## src/rtl/exec_pkg.sv

```systemverilog
// Shared constants and enums for the execute stage.
package exec_pkg;

    localparam int unsigned W  = 8;
    localparam int unsigned RA = 3;
    localparam int unsigned CW = 3;

    typedef enum logic [3:0] {
        OP_ADD = 4'd0,
        OP_SUB = 4'd1,
        OP_AND = 4'd2,
        OP_OR  = 4'd3,
        OP_XOR = 4'd4,
        OP_SLL = 4'd5,
        OP_SRL = 4'd6,
        OP_MUL = 4'd7,
        OP_MOV = 4'd8
    } op_e;

    typedef enum logic [1:0] {
        IDLE = 2'd0,
        RUN  = 2'd1,
        DONE = 2'd2
    } state_e;

endpackage

```

## src/rtl/exec_unit_if.sv

```systemverilog
// Request/writeback bundle between the register file side and the execute stage.
interface exec_unit_if;
    import exec_pkg::*;

    logic          start;
    logic [3:0]    op;
    logic [RA-1:0] rd_idx;
    logic [W-1:0]  a;
    logic [W-1:0]  b;
    logic          busy;
    logic          wb_en;
    logic [RA-1:0] wb_rd;
    logic [W-1:0]  wb_data;
    logic          done;
    logic          illegal;
    logic          flag_z;
    logic          flag_c;

    modport slave (
        input  start, op, rd_idx, a, b,
        output busy, wb_en, wb_rd, wb_data, done, illegal, flag_z, flag_c
    );

    modport master (
        output start, op, rd_idx, a, b,
        input  busy, wb_en, wb_rd, wb_data, done, illegal, flag_z, flag_c
    );
endinterface

```

## src/rtl/exec_unit_mul_iter.sv

```systemverilog
// Iterative shift-add multiplier, one partial product per step; built only with EXEC_MUL_EN.
module mul_iter
    import exec_pkg::*;
(
    input  logic           clk,
    input  logic           reset,
    input  logic           load_i,
    input  logic           step_i,
    input  logic [W-1:0]   a_i,
    input  logic [W-1:0]   b_i,
    output logic [2*W-1:0] prod_nxt_c,
    output logic           count_done_c
);

    logic [W-1:0]   mcand_q;
    logic [2*W-1:0] prod_q;
    logic [CW-1:0]  cnt_q;
    logic [W:0]     sum;

    // Upper half accumulates the multiplicand when the current multiplier bit is set, then shifts right.
    always_comb begin
        sum          = {1'b0, prod_q[2*W-1:W]} + (prod_q[0] ? {1'b0, mcand_q} : (W+1)'(0));
        prod_nxt_c   = {sum, prod_q[W-1:1]};
        count_done_c = (cnt_q == CW'(W - 1));
    end

    always_ff @(posedge clk) begin
        if (!reset) begin
            mcand_q <= '0;
            prod_q  <= '0;
            cnt_q   <= '0;
        end else if (load_i) begin
            mcand_q <= a_i;
            prod_q  <= {W'(0), b_i};
            cnt_q   <= '0;
        end else if (step_i) begin
            prod_q  <= prod_nxt_c;
            cnt_q   <= cnt_q + CW'(1);
        end
    end

endmodule

```

## src/rtl/exec_unit.sv

```systemverilog
// Execute stage: single-cycle ALU ops, iterative shifts, optional iterative MUL (EXEC_MUL_EN).
module exec_unit
    import exec_pkg::*;
(
    input  logic     clk,
    input  logic     reset,
    exec_unit_if.slave bus
);

    state_e        state_q, state_d;
    logic          busy_q, busy_d;
    logic          wb_en_q, wb_en_d;
    logic          done_q, done_d;
    logic          illegal_q, illegal_d;
    logic          flag_z_q, flag_z_d;
    logic          flag_c_q, flag_c_d;
    logic [RA-1:0] wb_rd_q, wb_rd_d;
    logic [W-1:0]  wb_data_q, wb_data_d;
    logic [3:0]    op_q, op_d;
    logic [W-1:0]  sh_q, sh_d;
    logic [CW-1:0] cnt_q, cnt_d;

    logic          fin;
    logic [W-1:0]  res;
    logic          cy;
    logic [W:0]    sum9;
    logic [W-1:0]  shnxt;
    logic          shout;

`ifdef EXEC_MUL_EN
    logic           mul_load, mul_step, mul_done;
    logic [2*W-1:0] mul_prod;

    mul_iter u_mul (
        .clk          (clk),
        .reset        (reset),
        .load_i       (mul_load),
        .step_i       (mul_step),
        .a_i          (bus.a),
        .b_i          (bus.b),
        .prod_nxt_c   (mul_prod),
        .count_done_c (mul_done)
    );
`endif

    always_comb begin
        state_d   = state_q;
        busy_d    = 1'b0;
        wb_en_d   = 1'b0;
        done_d    = 1'b0;
        illegal_d = 1'b0;
        flag_z_d  = flag_z_q;
        flag_c_d  = flag_c_q;
        wb_rd_d   = wb_rd_q;
        wb_data_d = wb_data_q;
        op_d      = op_q;
        sh_d      = sh_q;
        cnt_d     = cnt_q;
        fin       = 1'b0;
        res       = W'(0);
        cy        = 1'b0;
        sum9      = (W+1)'(0);
        shnxt     = sh_q;
        shout     = 1'b0;
`ifdef EXEC_MUL_EN
        mul_load  = 1'b0;
        mul_step  = 1'b0;
`endif
        case (state_q)
            IDLE, DONE: begin
                state_d = IDLE;
                if (bus.start) begin
                    op_d    = bus.op;
                    wb_rd_d = bus.rd_idx;
                    case (bus.op)
                        OP_ADD: begin
                            sum9 = {1'b0, bus.a} + {1'b0, bus.b};
                            res  = sum9[W-1:0];
                            cy   = sum9[W];
                            fin  = 1'b1;
                        end
                        OP_SUB: begin
                            sum9 = {1'b0, bus.a} - {1'b0, bus.b};
                            res  = sum9[W-1:0];
                            cy   = sum9[W];
                            fin  = 1'b1;
                        end
                        OP_AND: begin res = bus.a & bus.b; fin = 1'b1; end
                        OP_OR:  begin res = bus.a | bus.b; fin = 1'b1; end
                        OP_XOR: begin res = bus.a ^ bus.b; fin = 1'b1; end
                        OP_MOV: begin res = bus.b;         fin = 1'b1; end
                        OP_SLL, OP_SRL: begin
                            if (bus.b[CW-1:0] == CW'(0)) begin
                                res = bus.a;
                                fin = 1'b1;
                            end else begin
                                sh_d    = bus.a;
                                cnt_d   = bus.b[CW-1:0];
                                busy_d  = 1'b1;
                                state_d = RUN;
                            end
                        end
`ifdef EXEC_MUL_EN
                        OP_MUL: begin
                            mul_load = 1'b1;
                            busy_d   = 1'b1;
                            state_d  = RUN;
                        end
`else
                        OP_MUL: begin
                            state_d   = DONE;
                            done_d    = 1'b1;
                            illegal_d = 1'b1;
                        end
`endif
                        default: begin
                            state_d   = DONE;
                            done_d    = 1'b1;
                            illegal_d = 1'b1;
                        end
                    endcase
                end
            end
            RUN: begin
                busy_d = 1'b1;
`ifdef EXEC_MUL_EN
                if (op_q == OP_MUL) begin
                    mul_step = 1'b1;
                    if (mul_done) begin
                        res = mul_prod[W-1:0];
                        cy  = |mul_prod[2*W-1:W];
                        fin = 1'b1;
                    end
                end else
`endif
                begin
                    // One bit per cycle, zero-fill; carry keeps the last bit shifted out.
                    if (op_q == OP_SLL) begin
                        shout = sh_q[W-1];
                        shnxt = {sh_q[W-2:0], 1'b0};
                    end else begin
                        shout = sh_q[0];
                        shnxt = {1'b0, sh_q[W-1:1]};
                    end
                    sh_d  = shnxt;
                    cnt_d = cnt_q - CW'(1);
                    if (cnt_q == CW'(1)) begin
                        res = shnxt;
                        cy  = shout;
                        fin = 1'b1;
                    end
                end
            end
            default: state_d = IDLE;
        endcase

        if (fin) begin
            state_d   = DONE;
            busy_d    = 1'b0;
            done_d    = 1'b1;
            wb_en_d   = 1'b1;
            wb_data_d = res;
            flag_z_d  = (res == W'(0));
            flag_c_d  = cy;
        end
    end

    always_ff @(posedge clk) begin
        if (!reset) begin
            state_q   <= IDLE;
            busy_q    <= 1'b0;
            wb_en_q   <= 1'b0;
            done_q    <= 1'b0;
            illegal_q <= 1'b0;
            flag_z_q  <= 1'b0;
            flag_c_q  <= 1'b0;
            wb_rd_q   <= '0;
            wb_data_q <= '0;
            op_q      <= '0;
            sh_q      <= '0;
            cnt_q     <= '0;
        end else begin
            state_q   <= state_d;
            busy_q    <= busy_d;
            wb_en_q   <= wb_en_d;
            done_q    <= done_d;
            illegal_q <= illegal_d;
            flag_z_q  <= flag_z_d;
            flag_c_q  <= flag_c_d;
            wb_rd_q   <= wb_rd_d;
            wb_data_q <= wb_data_d;
            op_q      <= op_d;
            sh_q      <= sh_d;
            cnt_q     <= cnt_d;
        end
    end

    assign bus.busy    = busy_q;
    assign bus.wb_en   = wb_en_q;
    assign bus.done    = done_q;
    assign bus.illegal = illegal_q;
    assign bus.flag_z  = flag_z_q;
    assign bus.flag_c  = flag_c_q;
    assign bus.wb_rd   = wb_rd_q;
    assign bus.wb_data = wb_data_q;

endmodule

```

## src/flat_wrapper.sv

```systemverilog
// flat-port wrapper written by rule: the top's interface ports become plain ports
module exec_unit_flat import exec_pkg::*;
  (clk, reset, bus_start, bus_op, bus_rd_idx, bus_a, bus_b, bus_busy, bus_wb_en, bus_wb_rd, bus_wb_data, bus_done, bus_illegal, bus_flag_z, bus_flag_c);
  exec_unit_if bus_i ();
  input  logic clk;
  input  logic reset;
  input wire logic [$bits(bus_i.start)-1:0] bus_start;
  input wire logic [$bits(bus_i.op)-1:0] bus_op;
  input wire logic [$bits(bus_i.rd_idx)-1:0] bus_rd_idx;
  input wire logic [$bits(bus_i.a)-1:0] bus_a;
  input wire logic [$bits(bus_i.b)-1:0] bus_b;
  output wire logic [$bits(bus_i.busy)-1:0] bus_busy;
  output wire logic [$bits(bus_i.wb_en)-1:0] bus_wb_en;
  output wire logic [$bits(bus_i.wb_rd)-1:0] bus_wb_rd;
  output wire logic [$bits(bus_i.wb_data)-1:0] bus_wb_data;
  output wire logic [$bits(bus_i.done)-1:0] bus_done;
  output wire logic [$bits(bus_i.illegal)-1:0] bus_illegal;
  output wire logic [$bits(bus_i.flag_z)-1:0] bus_flag_z;
  output wire logic [$bits(bus_i.flag_c)-1:0] bus_flag_c;
  assign bus_i.start = bus_start;
  assign bus_i.op = bus_op;
  assign bus_i.rd_idx = bus_rd_idx;
  assign bus_i.a = bus_a;
  assign bus_i.b = bus_b;
  assign bus_busy = bus_i.busy;
  assign bus_wb_en = bus_i.wb_en;
  assign bus_wb_rd = bus_i.wb_rd;
  assign bus_wb_data = bus_i.wb_data;
  assign bus_done = bus_i.done;
  assign bus_illegal = bus_i.illegal;
  assign bus_flag_z = bus_i.flag_z;
  assign bus_flag_c = bus_i.flag_c;
  exec_unit u_core (.clk(clk), .reset(reset), .bus(bus_i));
endmodule
```

## config.mk

```make
export PLATFORM = sky130hd
export DESIGN_NAME = exec_unit_flat
export DESIGN_NICKNAME = d
export VERILOG_FILES = /design/src/rtl/exec_pkg.sv /design/src/rtl/exec_unit_if.sv /design/src/rtl/exec_unit_mul_iter.sv /design/src/rtl/exec_unit.sv /design/src/flat_wrapper.sv
export SDC_FILE = /design/constraint.sdc
export NUM_CORES = 1
export LEC_CHECK = 0
export CORE_AREA = 2 2 93 95
export DETAILED_ROUTE_END_ITERATION = 8
export DIE_AREA = 0 0 95 97
export PLACE_DENSITY = 0.6
export SLEW_MARGIN = 15
export SYNTH_ARGS = -nofsm -noshare
export SYNTH_HDL_FRONTEND = slang
export SYNTH_SLANG_ARGS = --single-unit
```

## constraint.sdc

```tcl
create_clock -name clk -period 2.96 [get_ports clk]
set_clock_uncertainty 0.1 [all_clocks]
set_input_delay 0.888 -clock clk [delete_from_list [all_inputs] [get_ports clk]]
set_output_delay 0.888 -clock clk [all_outputs]
set_load 0.02 [all_outputs]
```

==> results.toml, run 1 <==
[floorplanning]
core_region_area_sq_um = 8130
die_w_microns = 95
die-area_sq_um = 9220
ios = 43
start_util_pct = 34.3
die_h_microns = 97
num_rows = 33

[pwr]
max-vdd-ir-drop_v = 0.000169
combPwrFrac_pct = 37.2
pwr_density_cell_nw_per_um2 = 330
pwr-share-clk_pct = 28.6
p_int_mw = 1.00
power_frac_seq_pct = 34.2
power_switching_mw = 0.449
p_leak_nw = 1.84
swShare_pct = 30.9

[grt]
track_usage_pct = 20.6
grt_pass1_vias = 3163
grt_max_degree = 27
grt_remaining_overflow = 0
antenna_found_initial = 0
grt_pass1_wl_microns = 15200

[timing]
finalHoldViolations = 0
slew_violations = 0
fmax_mhz = 345
setup_viol = 0
period_needed_ns = 2.90
relSlewSlack_pct = 70.3
post-route-period-util_pct = 97.9
rsz0062_at_grt = "true"
whs_ns = 0.352
fin_ws_ns = 0.0632
worstMarginPinSlew_ns = 0.441

[route]
drt_first_pass_iters = 4
wl_microns = 9240
ant_nets = 0
drc = 0
post_drt_wl_per_cell_microns = 15.4
vias_per_cell = 5.35
vias = 3201
drtIter0Drc = 173

[cells_and_area]
nNetsFinal = 546
fillers = 766
fin_util_pct = 54.1
stdcell_area_sq_um = 4400
area_growth_pct = 57.7
antenna_cells = 0
drive_gt1_share_pct = 34.3

[cts]
cts_root_buf = "clkbuf_8"
clk_latency_ns = 0.28
cts_sinks = 34
cts-htree-levels = 2
cts.path.max_buffers = 2
clkSlewWorstSetupHoldPaths_ns = 0.07
holdBufCountCts = 0
cts_tree = "built"
cts_buffers = 5

[synthesis]
synth_nets = 411
async_flop_share_pct = 0
synth_cells = 357
ys_types = 61
synth_area_sq_um = 2790
ys_seq_elements = 34
synth.avg_cell_area_sq_um = 7.82
synth_top_cell_area_share_pct = 24.4
synthFlopType = "dfxtp_1"
yosysSeqAreaShare_pct = 24.4
yosysWarnings = 0
synth_edf_count = 0
synthMostInstantiatedCell = "dfxtp_1"
yosysTopAreaCell = "dfxtp_1"
ys_top_cells_by_count = "34 x dfxtp_1, 31 x nand2_1, 29 x a21oi_1, 26 x ha_1, 26 x nor2_1"
synth_area_leaders = "dfxtp_1 24%, ha_1 12%, a211oi_1 5.9%"

[worst_setup_path]
critPathArrivalTime_ns = 2.97
cp-end-kind = "flip-flop"
crit_path_start_kind = "primary input"
critical_path_class = "in2reg"
crit_required_ns = 3.04
cp_max_fo = 3

[min_path]
hp-class = "reg2reg"

[run]
drv_cap = 0

[placement]
dp_hpwl_microns = 7180
io_buffers = 42
placed_cell_area_sq_um = 4030
finalWeightedCongestion = 0.888
dp_slack_ns = -0.578

[status]
outcome = "completed"
-- layer usage --
layer	GRT usage (%)	share of wire [%]
met1	25.6	43
met2	35.1	49
met3	3.19	5.8
met4	8.14	2.7
met5	0	0
-- flip-flops by register name, indices dropped and copies added, names as in the netlist --
register / flops
u_core.bus.busy: 1
u_core.op_q: 4
u_core.bus.wb_rd: 3
u_core.bus.illegal: 1
u_core.bus.wb_data: 8
u_core.sh_q: 8
u_core.bus.wb_en: 1
u_core.cnt_q: 3
u_core.bus.flag_c: 1
u_core.bus.done: 1
u_core.state_q: 2
u_core.bus.flag_z: 1
-- per-stage QoR --
step,power [mW],std cells,setup TNS [ns]
2_1_floorplan,0.743,357,0
4_1_cts,1.43,596,-0.00113
3_5_place_dp,0.984,586,-4.69
6_report,1.45,598,0
5_1_grt,1.53,598,-0.0874
3_3_place_gp,0.979,586,-4.23
-- final cells by class --
class                      count  area [sq um]  area share [%]
clock buffer                   5          68.8            1.56
multi-input combinational    276          2130            48.4
inverter                      26          97.6            2.22
tap                          105           131            2.99
timing repair buffer         149          1250            28.4
clock inverter                 3          40.0           0.910
sequential                    34           681            15.5
-- worst paths after layout --
check | end | startpoint | cells past startpoint | slack, ns
min | u_core.bus.wb_data[4] | u_core.bus.wb_data[4] | 2 | 0.35
max reg2reg | u_core.bus.flag_z | u_core.state_q[0] | 7 | 0.90
min reg2reg | u_core.bus.wb_data[4] | u_core.bus.wb_data[4] | 2 | 0.35
max | u_core.bus.flag_z | bus_b[1] | 11 | 0.06
-- worst max-delay path, stage by stage --
cell and delay [ns]:
dlygate4sd2_1 0.25, inv_1 0.15, ha_4 0.25, a211oi_4 0.32, nor3_2 0.09, o41a_1 0.35, o211ai_1 0.19, o21ai_1 0.10
o21a_1 0.22, nand4_1 0.09, o21ai_1 0.07
-- cells by family after synthesis --
family / after synthesis / synth area share, %
and+or+nand+nor: 120 / 22.9
AOI/OAI and AO/OA: 112 / 26.9
buffers and inverters: 47 / 7.22
DFF: 34 / 24.4
adders and majority gates: 29 / 13.5
muxes: 8 / 2.87
xor gates and xnor gates: 7 / 2.20
-- cell usage in the layout (no fill, tap or decap), types with 8 or more instances in the layout --
cell type,n
a21oi_1,24
a211oi_1,20
ha_1,18
nor2b_1,8
buf_4,102
a31oi_1,8
o22ai_1,8
nor2_1,25
inv_2,8
nand2_1,31
inv_1,17
nand3_1,8
dfxtp_1,34
clkdlybuf4s50_1,32
mux2i_1,8
-- what timing repair did --
item / 4_1_cts / 5_1_grt
endpoints found under the setup margin: 8 / 7
pin swaps: 11 / 24
resized for setup: 34 / 32
setup buffers: 2 / 2
-- power by group through the flow --
stage / Combinational, mW / Clock (mW) / Sequential, mW
after floorplan: 0.224 / 0 / 0.519
after global placement: 0.473 / 0 / 0.506
after detailed placement: 0.477 / 0 / 0.507
after CTS: 0.511 / 0.422 / 0.497
after global routing: 0.587 / 0.446 / 0.499
final: 0.541 / 0.415 / 0.497
(Power assumes the default switching activity.)
==> run 2, diff against run 1 <==
--- a/config.mk
+++ b/config.mk
@@ -5,10 +5,12 @@
 export SDC_FILE = /design/constraint.sdc
 export NUM_CORES = 1
 export LEC_CHECK = 0
+export CELL_PAD_IN_SITES_DETAIL_PLACEMENT = 1
+export CELL_PAD_IN_SITES_GLOBAL_PLACEMENT = 1
 export CORE_AREA = 2 2 93 95
 export DETAILED_ROUTE_END_ITERATION = 8
 export DIE_AREA = 0 0 95 97
-export PLACE_DENSITY = 0.6
+export PLACE_DENSITY = 0.75
 export SLEW_MARGIN = 15
 export SYNTH_ARGS = -nofsm -noshare
 export SYNTH_HDL_FRONTEND = slang
==> results.toml, run 2 (same netlist as run 1, synthesis figures left out) <==
[floorplanning]
die-area_sq_um = 9220
num_rows = 33
core_region_area_sq_um = 8130
start_util_pct = 34.3
die_w_microns = 95
die_h_microns = 97
ios = 43

[timing]
slew_violations = 0
setup_viol = 0
post-route-period-util_pct = 97.8
period_needed_ns = 2.90
relSlewSlack_pct = 70.2
finalHoldViolations = 0
fin_ws_ns = 0.0642
fmax_mhz = 345
worstMarginPinSlew_ns = 0.445
rsz0062_at_grt = "true"

[route]
post_drt_wl_per_cell_microns = 18.4
vias = 3254
vias_per_cell = 5.49
ant_nets = 0
drc = 0
drtIter0Drc = 129
drt_first_pass_iters = 4
wl_microns = 10900

[cts]
clk_latency_ns = 0.28
cts-htree-levels = 2
clkSlewWorstSetupHoldPaths_ns = 0.06
cts_sinks = 34
cts_tree = "built"
cts.path.max_buffers = 2
cts_root_buf = "clkbuf_8"
cts_buffers = 5

[pwr]
p_leak_nw = 1.80
max-vdd-ir-drop_v = 0.000158
pwr_density_cell_nw_per_um2 = 317

[grt]
grt_pass1_vias = 3458
antenna_found_initial = 0
track_usage_pct = 23.9
grt_remaining_overflow = 0
grt_max_degree = 27
grt_pass1_wl_microns = 17400

[cells_and_area]
area_growth_pct = 57.0
drive_gt1_share_pct = 35.9
fillers = 981
fin_util_pct = 53.8
final_common_cell = "buf_4"
antenna_cells = 0
nNetsFinal = 543
mostFrequentLayoutCells = "101 x buf_4, 34 x dfxtp_1, 31 x nand2_1"

[placement]
dp_hpwl_microns = 8520
io_buffers = 42
finalWeightedCongestion = 0.902
dp_slack_ns = -0.558

[worst_setup_path]
crit_required_ns = 3.03
critPathArrivalTime_ns = 2.96
cp.buffers_inverters = 3
crit_top_cell = "a211oi_2"
cp-end-kind = "flip-flop"
path_cells = "dlygate4sd2_1, inv_2, buf_4, ha_1, nor2b_2, o311ai_2, a211oi_2, nor4_2, a211oi_2, o21a_1, nand4_1, o21ai_1"
cp_max_fo = 2
crit_path_start_kind = "primary input"
cpLargestDelayFamily = "compound AO/OA/AOI/OAI gates"
cpPeakStageDelay_ns = 0.34
reg2reg_slack_ns = 0.82
critical_path_class = "in2reg"
cp_slowest_cell = "o311ai_2"

[run]
drv_cap = 0

[min_path]
hp-class = "reg2reg"

[status]
outcome = "completed"
-- run 2: metal layers --
layer	track usage (%)	vias up	routed length (microns)
met5	0	-	0
met1	29.7	1569	4740
met3	2.26	22	389
met4	6.35	0	238
met2	43.2	103	5530
li1	-	1560	-
-- run 2: metrics by stage --
| step | power [mW] | cell area (sq um) | cells | hold slack, ns | setup TNS (ns) |
|---|---|---|---|---|---|
| 6_report | 1.39 | 4380 | 593 | 0.354 | 0 |
| 4_1_cts | 1.36 | 4280 | 592 | 0.359 | 0 |
| 3_5_place_dp | 0.996 | 4020 | 584 | 0.350 | -5.81 |
| 2_1_floorplan | 0.743 | 2790 | 357 | 0.331 | 0 |
| 5_1_grt | 1.46 | 4380 | 593 | 0.386 | -0.0582 |
| 3_3_place_gp | 0.980 | 4020 | 584 | 0.342 | -4.43 |
-- run 2: worst reg2reg max path, cell delays in order, from the launching register on --
cell and delay (ns):
dfxtp_1 0.36, nor2b_1 0.22, buf_4 0.27, nand3b_1 0.35
o22a_1 0.36, and4_1 0.22, nand4_1 0.09, o21ai_1 0.06
-- run 2: area by class of cell --
cell class	count	area, sq um	share of cell area (%)
Multi-Input combinational cell	276	2170	49.7
Tap cell	105	131	3.00
Inverter	26	97.6	2.23
Sequential cell	34	681	15.5
Clock buffer	6	82.6	1.89
Timing Repair Buffer	146	1210	27.7
-- run 2: where the power goes --
part | internal (mW) | switching [mW]
clock network | 0.179 | 0.156
logic | 0.271 | 0.284
registers | 0.482 | 0.0152
total | 0.932 | 0.456
-- run 2: timing repair --
| item | CTS | global route |
|---|---|---|
| hold buffers | 0 | 0 |
| pin swaps | 20 | 14 |
| endpoints found under the setup margin | 12 | 5 |
| buffers inserted | 2 | 1 |
| resized for setup | 48 | 32 |
-- run 2: final timing paths --
check / from / endpoint / cells past startpoint
min: u_core.op_q[0] / u_core.op_q[0] / 2
max reg2reg: u_core.state_q[0] / u_core.bus.flag_z / 7
max: bus_b[1] / u_core.bus.flag_z / 12
min reg2reg: u_core.op_q[0] / u_core.op_q[0] / 2
==> run 3, diff against run 2 <==
--- a/config.mk
+++ b/config.mk
@@ -5,6 +5,7 @@
 export SDC_FILE = /design/constraint.sdc
 export NUM_CORES = 1
 export LEC_CHECK = 0
+export CAP_MARGIN = 20
 export CELL_PAD_IN_SITES_DETAIL_PLACEMENT = 1
 export CELL_PAD_IN_SITES_GLOBAL_PLACEMENT = 1
 export CORE_AREA = 2 2 93 95
==> results of run 3 <==
Final layout, timing and power as in run 2 (identical DEF).
